--- config.mk ---
export PLATFORM = sky130hd
export DESIGN_NAME = serial_adder
export DESIGN_NICKNAME = d
export VERILOG_FILES = /design/src/rtl/serial_adder.sv
export SDC_FILE = /design/constraint.sdc
export NUM_CORES = 1
export LEC_CHECK = 0
export CAP_MARGIN = 20
export CORE_MARGIN = 10
export CORE_UTILIZATION = 50
export CTS_CLUSTER_DIAMETER = 60
export CTS_CLUSTER_SIZE = 25
export DETAILED_ROUTE_END_ITERATION = 10
export HOLD_SLACK_MARGIN = 0.03
export PLACE_DENSITY = 0.8
export SLEW_MARGIN = 0
export SYNTH_ARGS = -nofsm -noshare
export SYNTH_HDL_FRONTEND = slang
export SYNTH_SLANG_ARGS = --single-unit
--- constraint.sdc ---
create_clock -name clk -period 2.4 [get_ports clk]
set_input_delay 0.6 -clock clk [delete_from_list [all_inputs] [get_ports clk]]
set_output_delay 0.6 -clock clk [all_outputs]
set_load 0.005 [all_outputs]
--- src/rtl/serial_adder.sv ---
// serial_adder: multi-cycle adder that processes DIGIT bits of two WIDTH-bit
// operands per clock through one DIGIT-bit adder chain and a registered carry.
// Optional feature macro: SERIAL_ADDER_SUB_EN adds a 'sub' input that selects A - B.
//
// state   | meaning
// --------+------------------------------------------------------------
// ST_IDLE | waiting for start; results held
// ST_RUN  | one digit per clock, LSB digit first
// ST_DONE | single-cycle done pulse; a start here is accepted immediately
`timescale 1ns/1ps

module serial_adder #(
    parameter int WIDTH = 8,
    parameter int DIGIT = 1
) (
    input  logic             clk,
    input  logic             reset,
    input  logic             start,
    input  logic [WIDTH-1:0] A,
    input  logic [WIDTH-1:0] B,
    input  logic             Cin,
`ifdef SERIAL_ADDER_SUB_EN
    input  logic             sub,
`endif
    output logic             busy,
    output logic             done,
    output logic [WIDTH-1:0] S,
    output logic             Cout,
    output logic             V
);

    localparam int N  = WIDTH / DIGIT;
    localparam int CW = $clog2(N + 1);

    typedef enum logic [1:0] {
        ST_IDLE = 2'd0,
        ST_RUN  = 2'd1,
        ST_DONE = 2'd2
    } state_t;

    state_t           r_state;
    state_t           w_state_next;
    logic             w_accept;
    logic             w_last;

    logic [WIDTH-1:0] r_a;
    logic [WIDTH-1:0] r_b;
    logic [WIDTH-1:0] r_s_sh;
    logic             r_carry;
    logic [CW-1:0]    r_cnt;
    logic [WIDTH-1:0] r_sum;
    logic             r_cout;
    logic             r_v;

    logic [WIDTH-1:0] w_b_cap;
    logic             w_c_cap;
    logic [DIGIT-1:0] w_a_dig;
    logic [DIGIT-1:0] w_b_dig;
    logic [DIGIT-1:0] w_sum_dig;
    logic             w_cout_dig;
    logic             w_cmsb_dig;
    logic [WIDTH-1:0] w_s_next;

    // Subtraction is folded into the captured operand: A + ~B + 1.
`ifdef SERIAL_ADDER_SUB_EN
    assign w_b_cap = sub ? ~B : B;
    assign w_c_cap = sub ? 1'b1 : Cin;
`else
    assign w_b_cap = B;
    assign w_c_cap = Cin;
`endif

    assign w_last  = (r_cnt == CW'(N - 1));
    assign w_a_dig = r_a[DIGIT-1:0];
    assign w_b_dig = r_b[DIGIT-1:0];

    assign {w_cout_dig, w_sum_dig} = {1'b0, w_a_dig} + {1'b0, w_b_dig}
                                   + {{DIGIT{1'b0}}, r_carry};

    // Carry into the digit's top bit recovered from that bit's sum: s ^ a ^ b.
    assign w_cmsb_dig = w_sum_dig[DIGIT-1] ^ w_a_dig[DIGIT-1] ^ w_b_dig[DIGIT-1];

    // New digit enters at the top; after N digits the LSB digit sits at bit 0.
    assign w_s_next = (r_s_sh >> DIGIT) | (WIDTH'(w_sum_dig) << (WIDTH - DIGIT));

    assign S    = r_sum;
    assign Cout = r_cout;
    assign V    = r_v;

    // State register.
    always_ff @(posedge clk) begin
        if (reset) begin
            r_state <= ST_IDLE;
        end else begin
            r_state <= w_state_next;
        end
    end

    // Next-state decode, handshake outputs and start acceptance.
    always_comb begin
        w_state_next = r_state;
        busy         = 1'b0;
        done         = 1'b0;
        w_accept     = 1'b0;
        case (r_state)
            ST_IDLE: begin
                if (start) begin
                    w_accept     = 1'b1;
                    w_state_next = ST_RUN;
                end
            end
            ST_RUN: begin
                busy = 1'b1;
                if (w_last) begin
                    w_state_next = ST_DONE;
                end
            end
            ST_DONE: begin
                done = 1'b1;
                if (start) begin
                    w_accept     = 1'b1;
                    w_state_next = ST_RUN;
                end else begin
                    w_state_next = ST_IDLE;
                end
            end
            default: begin
                w_state_next = ST_IDLE;
            end
        endcase
    end

    // Operand capture, digit-serial datapath and result registers.
    always_ff @(posedge clk) begin
        if (reset) begin
            r_a     <= '0;
            r_b     <= '0;
            r_s_sh  <= '0;
            r_carry <= 1'b0;
            r_cnt   <= '0;
            r_sum   <= '0;
            r_cout  <= 1'b0;
            r_v     <= 1'b0;
        end else if (w_accept) begin
            r_a     <= A;
            r_b     <= w_b_cap;
            r_carry <= w_c_cap;
            r_cnt   <= '0;
        end else if (r_state == ST_RUN) begin
            r_a     <= r_a >> DIGIT;
            r_b     <= r_b >> DIGIT;
            r_s_sh  <= w_s_next;
            r_carry <= w_cout_dig;
            r_cnt   <= r_cnt + CW'(1);
            if (w_last) begin
                r_sum  <= w_s_next;
                r_cout <= w_cout_dig;
                r_v    <= w_cmsb_dig ^ w_cout_dig;
            end
        end
    end

endmodule
After elaboration in Yosys (flattened, before gate mapping). Index checks and enable logic that the tools add are counted. W data, S select, Z words.

Register bits: 41. Bits in latches: 0. RAM bits: 0. Memory bits (read-only): 0. Bits of input ports: 20. Output and inout bits: 12. Word-level logic and storage cells: 43. Memories kept: 0.

Add/sub/neg operators: 3. Multiply operators: 0. Div/mod/pow operators: 0. $lt $le $gt $ge: 0. Equal/unequal tests: 5. Shifts and indexed selects: 0. Multiplexer cells: 14. Bitwise logic cells: 5. Reduce and logical (&&, ||, !) cells: 7.

Operators by type and width (count): $mux W8 (4); $or A7 B8 Y8 (1); $mux W1 (7); $pmux W2 S3 (1); $add A4 B1 Y4 const B (1); $eq A4 B3 Y1 const B (1); $mux W2 (2); $ne A2 B2 Y1 const B (2); $reduce_and A2 Y1 (2); $reduce_or A2 Y1 (2); $reduce_and A3 Y1 (1); $xor A1 B1 Y1 (3); $add A1 B1 Y2 (1); $add A2 B1 Y2 (1); $eq A2 B1 Y1 const B (1); $eq A2 B2 Y1 const B (1); $logic_not A2 Y1 (1); $reduce_bool A2 Y1 (1); $not A1 Y1 (1).

Longest topological paths before layout.
Depth after elaboration: 5. Mapped depth: 7.

Worst setup path after synthesis. No wires, ideal clock.

Path type: register to output. From: register r_state[1]. To: output busy. Data arrival time: 0.892 ns. Slack: 0.908 ns. Cell stages (with the launch flop): 6. Buffers on the path: 3. Path through: dfxtp_1 > nand2b_1 > buf_6 > inv_2 > buf_4 > buf_4.

Longest elaborated chain between the ends: 2.

RTL lines: start, declared (RTL line 41) `state_t r_state;`; start signal, assigned (RTL line 95) `r_state <= w_state_next;`; $eq A2 B1 Y1 (RTL line 105) `case (r_state)`; $mux W1 (RTL line 105); end, declared (RTL line 25) `output logic busy,`.

Every way passes these cells.

Worst setup path after layout.
From: register r_state[0]. To: output busy.

Same word-level chain as after synthesis.

==> summary.txt <==
Timing
  • RSZ-0062 raised after global routing: false
  • Final Cycle Share: 0.8508
  • Setup Viol. Count Final: 0
  • Final Hold Fails: 0
  • Clock period minus worst slack: 2.042 ns
  • Worst relative slew slack: 0.5156
  • Clock Skews: 0.01045 ns
  • Fmax: 489.7 MHz
  • Slew Viols, Final: 0
  • Worst-margin pin slew: between 0.7 and 0.8 ns
  • Setup tns final: 0 ns

Global routing
  • Vias in the first global route: approximately 1300
  • Initial antenna violation count: 0
  • Largest net degree at the start of global routing: 41
  • GRT Overall Usage: 0.1245
  • Overflow after GRT: 0
  • First-pass GRT wire length: 6120 um

Finish
  • Area of the multi-input gates: 728.2 um^2
  • Final instance area: 1989 um^2
  • ANT cells: 0
  • Filler Cell Count: 280
  • Area growth from synthesis to layout: 22.03%
  • Layout cells sized above 1: 0.06542
  • Cell Count, Final, Fillers Out: 258
  • Nets: 235
  • Util after Layout: 0.6463
  • Register area: 800.8 um^2

Power and ir drop
  • Design Power: 1.240 mW
  • Leak: about 0.68 nW
  • VDD IR max: approximately 0.38 mV
  • PwrDens: 623.2 nW/um^2

Routing
  • Vias/cell: 5.461
  • Routed wire length: 3660 um
  • Antenna Nets Post-Route: 0
  • Drt wl/cell: 14.19 um
  • Drt pass-1 iters: 4
  • Via Count: 1409
  • Initial DRC Count: 99
  • Post-route DRC: 0

Setup path
  • Slowest-stage cell, CP: clkdlybuf4s50_1
  • Critical path, cell by cell: nand2b_1 -> inv_2 -> clkdlybuf4s50_1
  • Worst path arrival time: 1.44 ns
  • Max FO, Critical Path: 5
  • Setup CP Type: flop to output port
  • Worst path required time: 1.80 ns
  • Critical path's top delay family: buffers and inverters
  • Crit path launch type: flop
  • Worst Setup End Kind: output port
  • CP peak stage delay: roughly 0.5 ns
  • Crit path buf inv count: 2

Floorplanning
  • Core area: 3078 um^2
  • Top-level I/O count: 32
  • Die X-Extent: 77.10 um
  • DIE AREA: 5944 um^2
  • Die height: between 70 and 80 um
  • Row cnt: 20
  • Initial core utilization: 0.5297

Status
  • Status: finished, final reports clean

Logic synthesis
  • Synthesized instance count: 189
  • Mapped cell area: 1630 um^2
  • Flops & latches, synth: 40
  • YS warnings: 0
  • Syn nets: 211
  • Post-synthesis sequential area ratio: 0.4912
  • Synth unique cells: 26
  • Avg Cell Area, Syn: 8.626 um^2

Clock tree
  • Post-CTS setup buffer count: 0
  • CTS tree: yes
  • # clock sinks: 40
  • Clk_lat worst skew: 0.35 ns
  • Clk buf depth: 2
  • Post-CTS sizing: 0
  • H-Tree Depth: 2
  • Clk slew on worst S/H paths: 0.12 ns
  • CTS buffer count: 5
  • Cts hold-fix bufs: 0
  • Root Buffer: clkbuf_4

Placement
  • DP Wirelength: ~2600 um
  • DP Area: 1928 um^2
  • Placed Instances: 250
  • Port buffer count: 31
  • Placer congestion estimate: about 0.76

Job
  • Max-Cap Viols: 0

Worst hold path
  • Hold Path Class: flop to flop
-- worst register-to-register path: cells and delay by family (launching register included) --
family | cells | cell delay, ns
DFF | 1 | 0.37
AOI/OAI and AO/OA | 1 | 0.24
adders and majority gates | 1 | 0.55
xor gates and xnor gates | 2 | 0.32
-- path summary, 6_finish.rpt --
kind | from | endpoint | slack [ns] | cells after the start
worst min-delay path | r_s_sh[1] | r_s_sh[1] | 0.48 | 2
worst min register to register | r_s_sh[1] | r_s_sh[1] | 0.48 | 2
worst max register to register | r_a[0] | V | 0.84 | 4
worst max-delay path | r_state[0] | busy | 0.36 | 3
-- cells in the final DEF (no fill, tap or decap) --
master and n:
xor2_1 1, or3_1 1, nand2b_1 2, a22oi_1 4, fa_1 1, nand2_1 25, a311oi_1 6, and2b_1 2
o21ai_0 10, clkbuf_8 1, nand3_1 15, ha_1 1, dfxtp_1 40, buf_4 4, nor3_1 17, mux2i_1 2
inv_2 1, clkdlybuf4s50_1 31, xnor2_1 4, a21oi_1 23, nor2_1 6, clkinv_2 2, nand3b_1 2, clkbuf_4 5
o22ai_1 6, and3b_1 1, a211oi_2 1
-- per-stage QoR --
step	setup WS (ns)	hold WS [ns]
after floorplan	0.9085	0.4366
after global placement	0.4508	0.4451
after detailed placement	0.3344	0.4569
after CTS	0.3236	0.4742
after global routing	0.2814	0.4943
final	0.3581	0.4754
-- synth_stat cells (all sizes together) --
master  number  area, um^2
dfxtp       40       800.8
nand2       25       93.84
a21oi       23       115.1
nor3        17       85.08
nand3       15       75.07
buf         10       67.56
o21ai       10       50.05
clkbuf       8       30.03
a311oi       6       52.55
nor2         6       22.52
o22ai        6       37.54
a22oi        4       30.03
xnor2        4       35.03
and2b        2       15.01
mux2i        2       20.02
nand2b       2       12.51
nand3b       2       15.01
a211oi       1       12.51
and3b        1       8.760
fa           1       20.02
ha           1       12.51
inv          1       3.750
or3          1       6.260
xor2         1       8.760
-- power by group --
| group | leakage [nW] | switching [mW] | total [mW] | internal [mW] |
|---|---|---|---|---|
| combinational | 0.313 | 0.0926 | 0.175 | 0.0821 |
| clock | 0.0380 | 0.212 | 0.351 | 0.139 |
| sequential | 0.326 | 0.0205 | 0.714 | 0.694 |
-- state kept, by name, summed over array words and instances, names as in the netlist --
| name | count |
|---|---|
| r_carry | 1 |
| r_s_sh | 7 |
| Cout | 1 |
| V | 1 |
| r_b | 8 |
| r_cnt | 4 |
| r_a | 8 |
| r_state | 2 |
| S | 8 |
-- kinds of logic after synthesis --
group,Yosys count,synth area share
and+or+nand+nor,71,0.2049
buffers and inverters,19,0.06216
DFF,40,0.4912
AOI/OAI and AO/OA,50,0.1827
xor gates and xnor gates,5,0.02686
adders and majority gates,2,0.01995
muxes,2,0.01228
-- final cells by class --
class | instances | area share
Sequential cell | 40 | 0.4025
Clock buffer | 6 | 0.02579
Tap cell | 44 | 0.02767
Timing Repair Buffer | 35 | 0.1711
Inverter | 1 | 0.001887
Multi-Input combinational cell | 130 | 0.3660
Clock inverter | 2 | 0.005031
-- metal layers --
metal	track usage	up-vias	wire length [um]
met5	0	-	0
met4	0.04015	0	68
met3	0.04662	8	176
met2	0.2150	31	1935
li1	-	712	-
met1	0.1376	658	1479
Power figures use the tool's default switching activity.
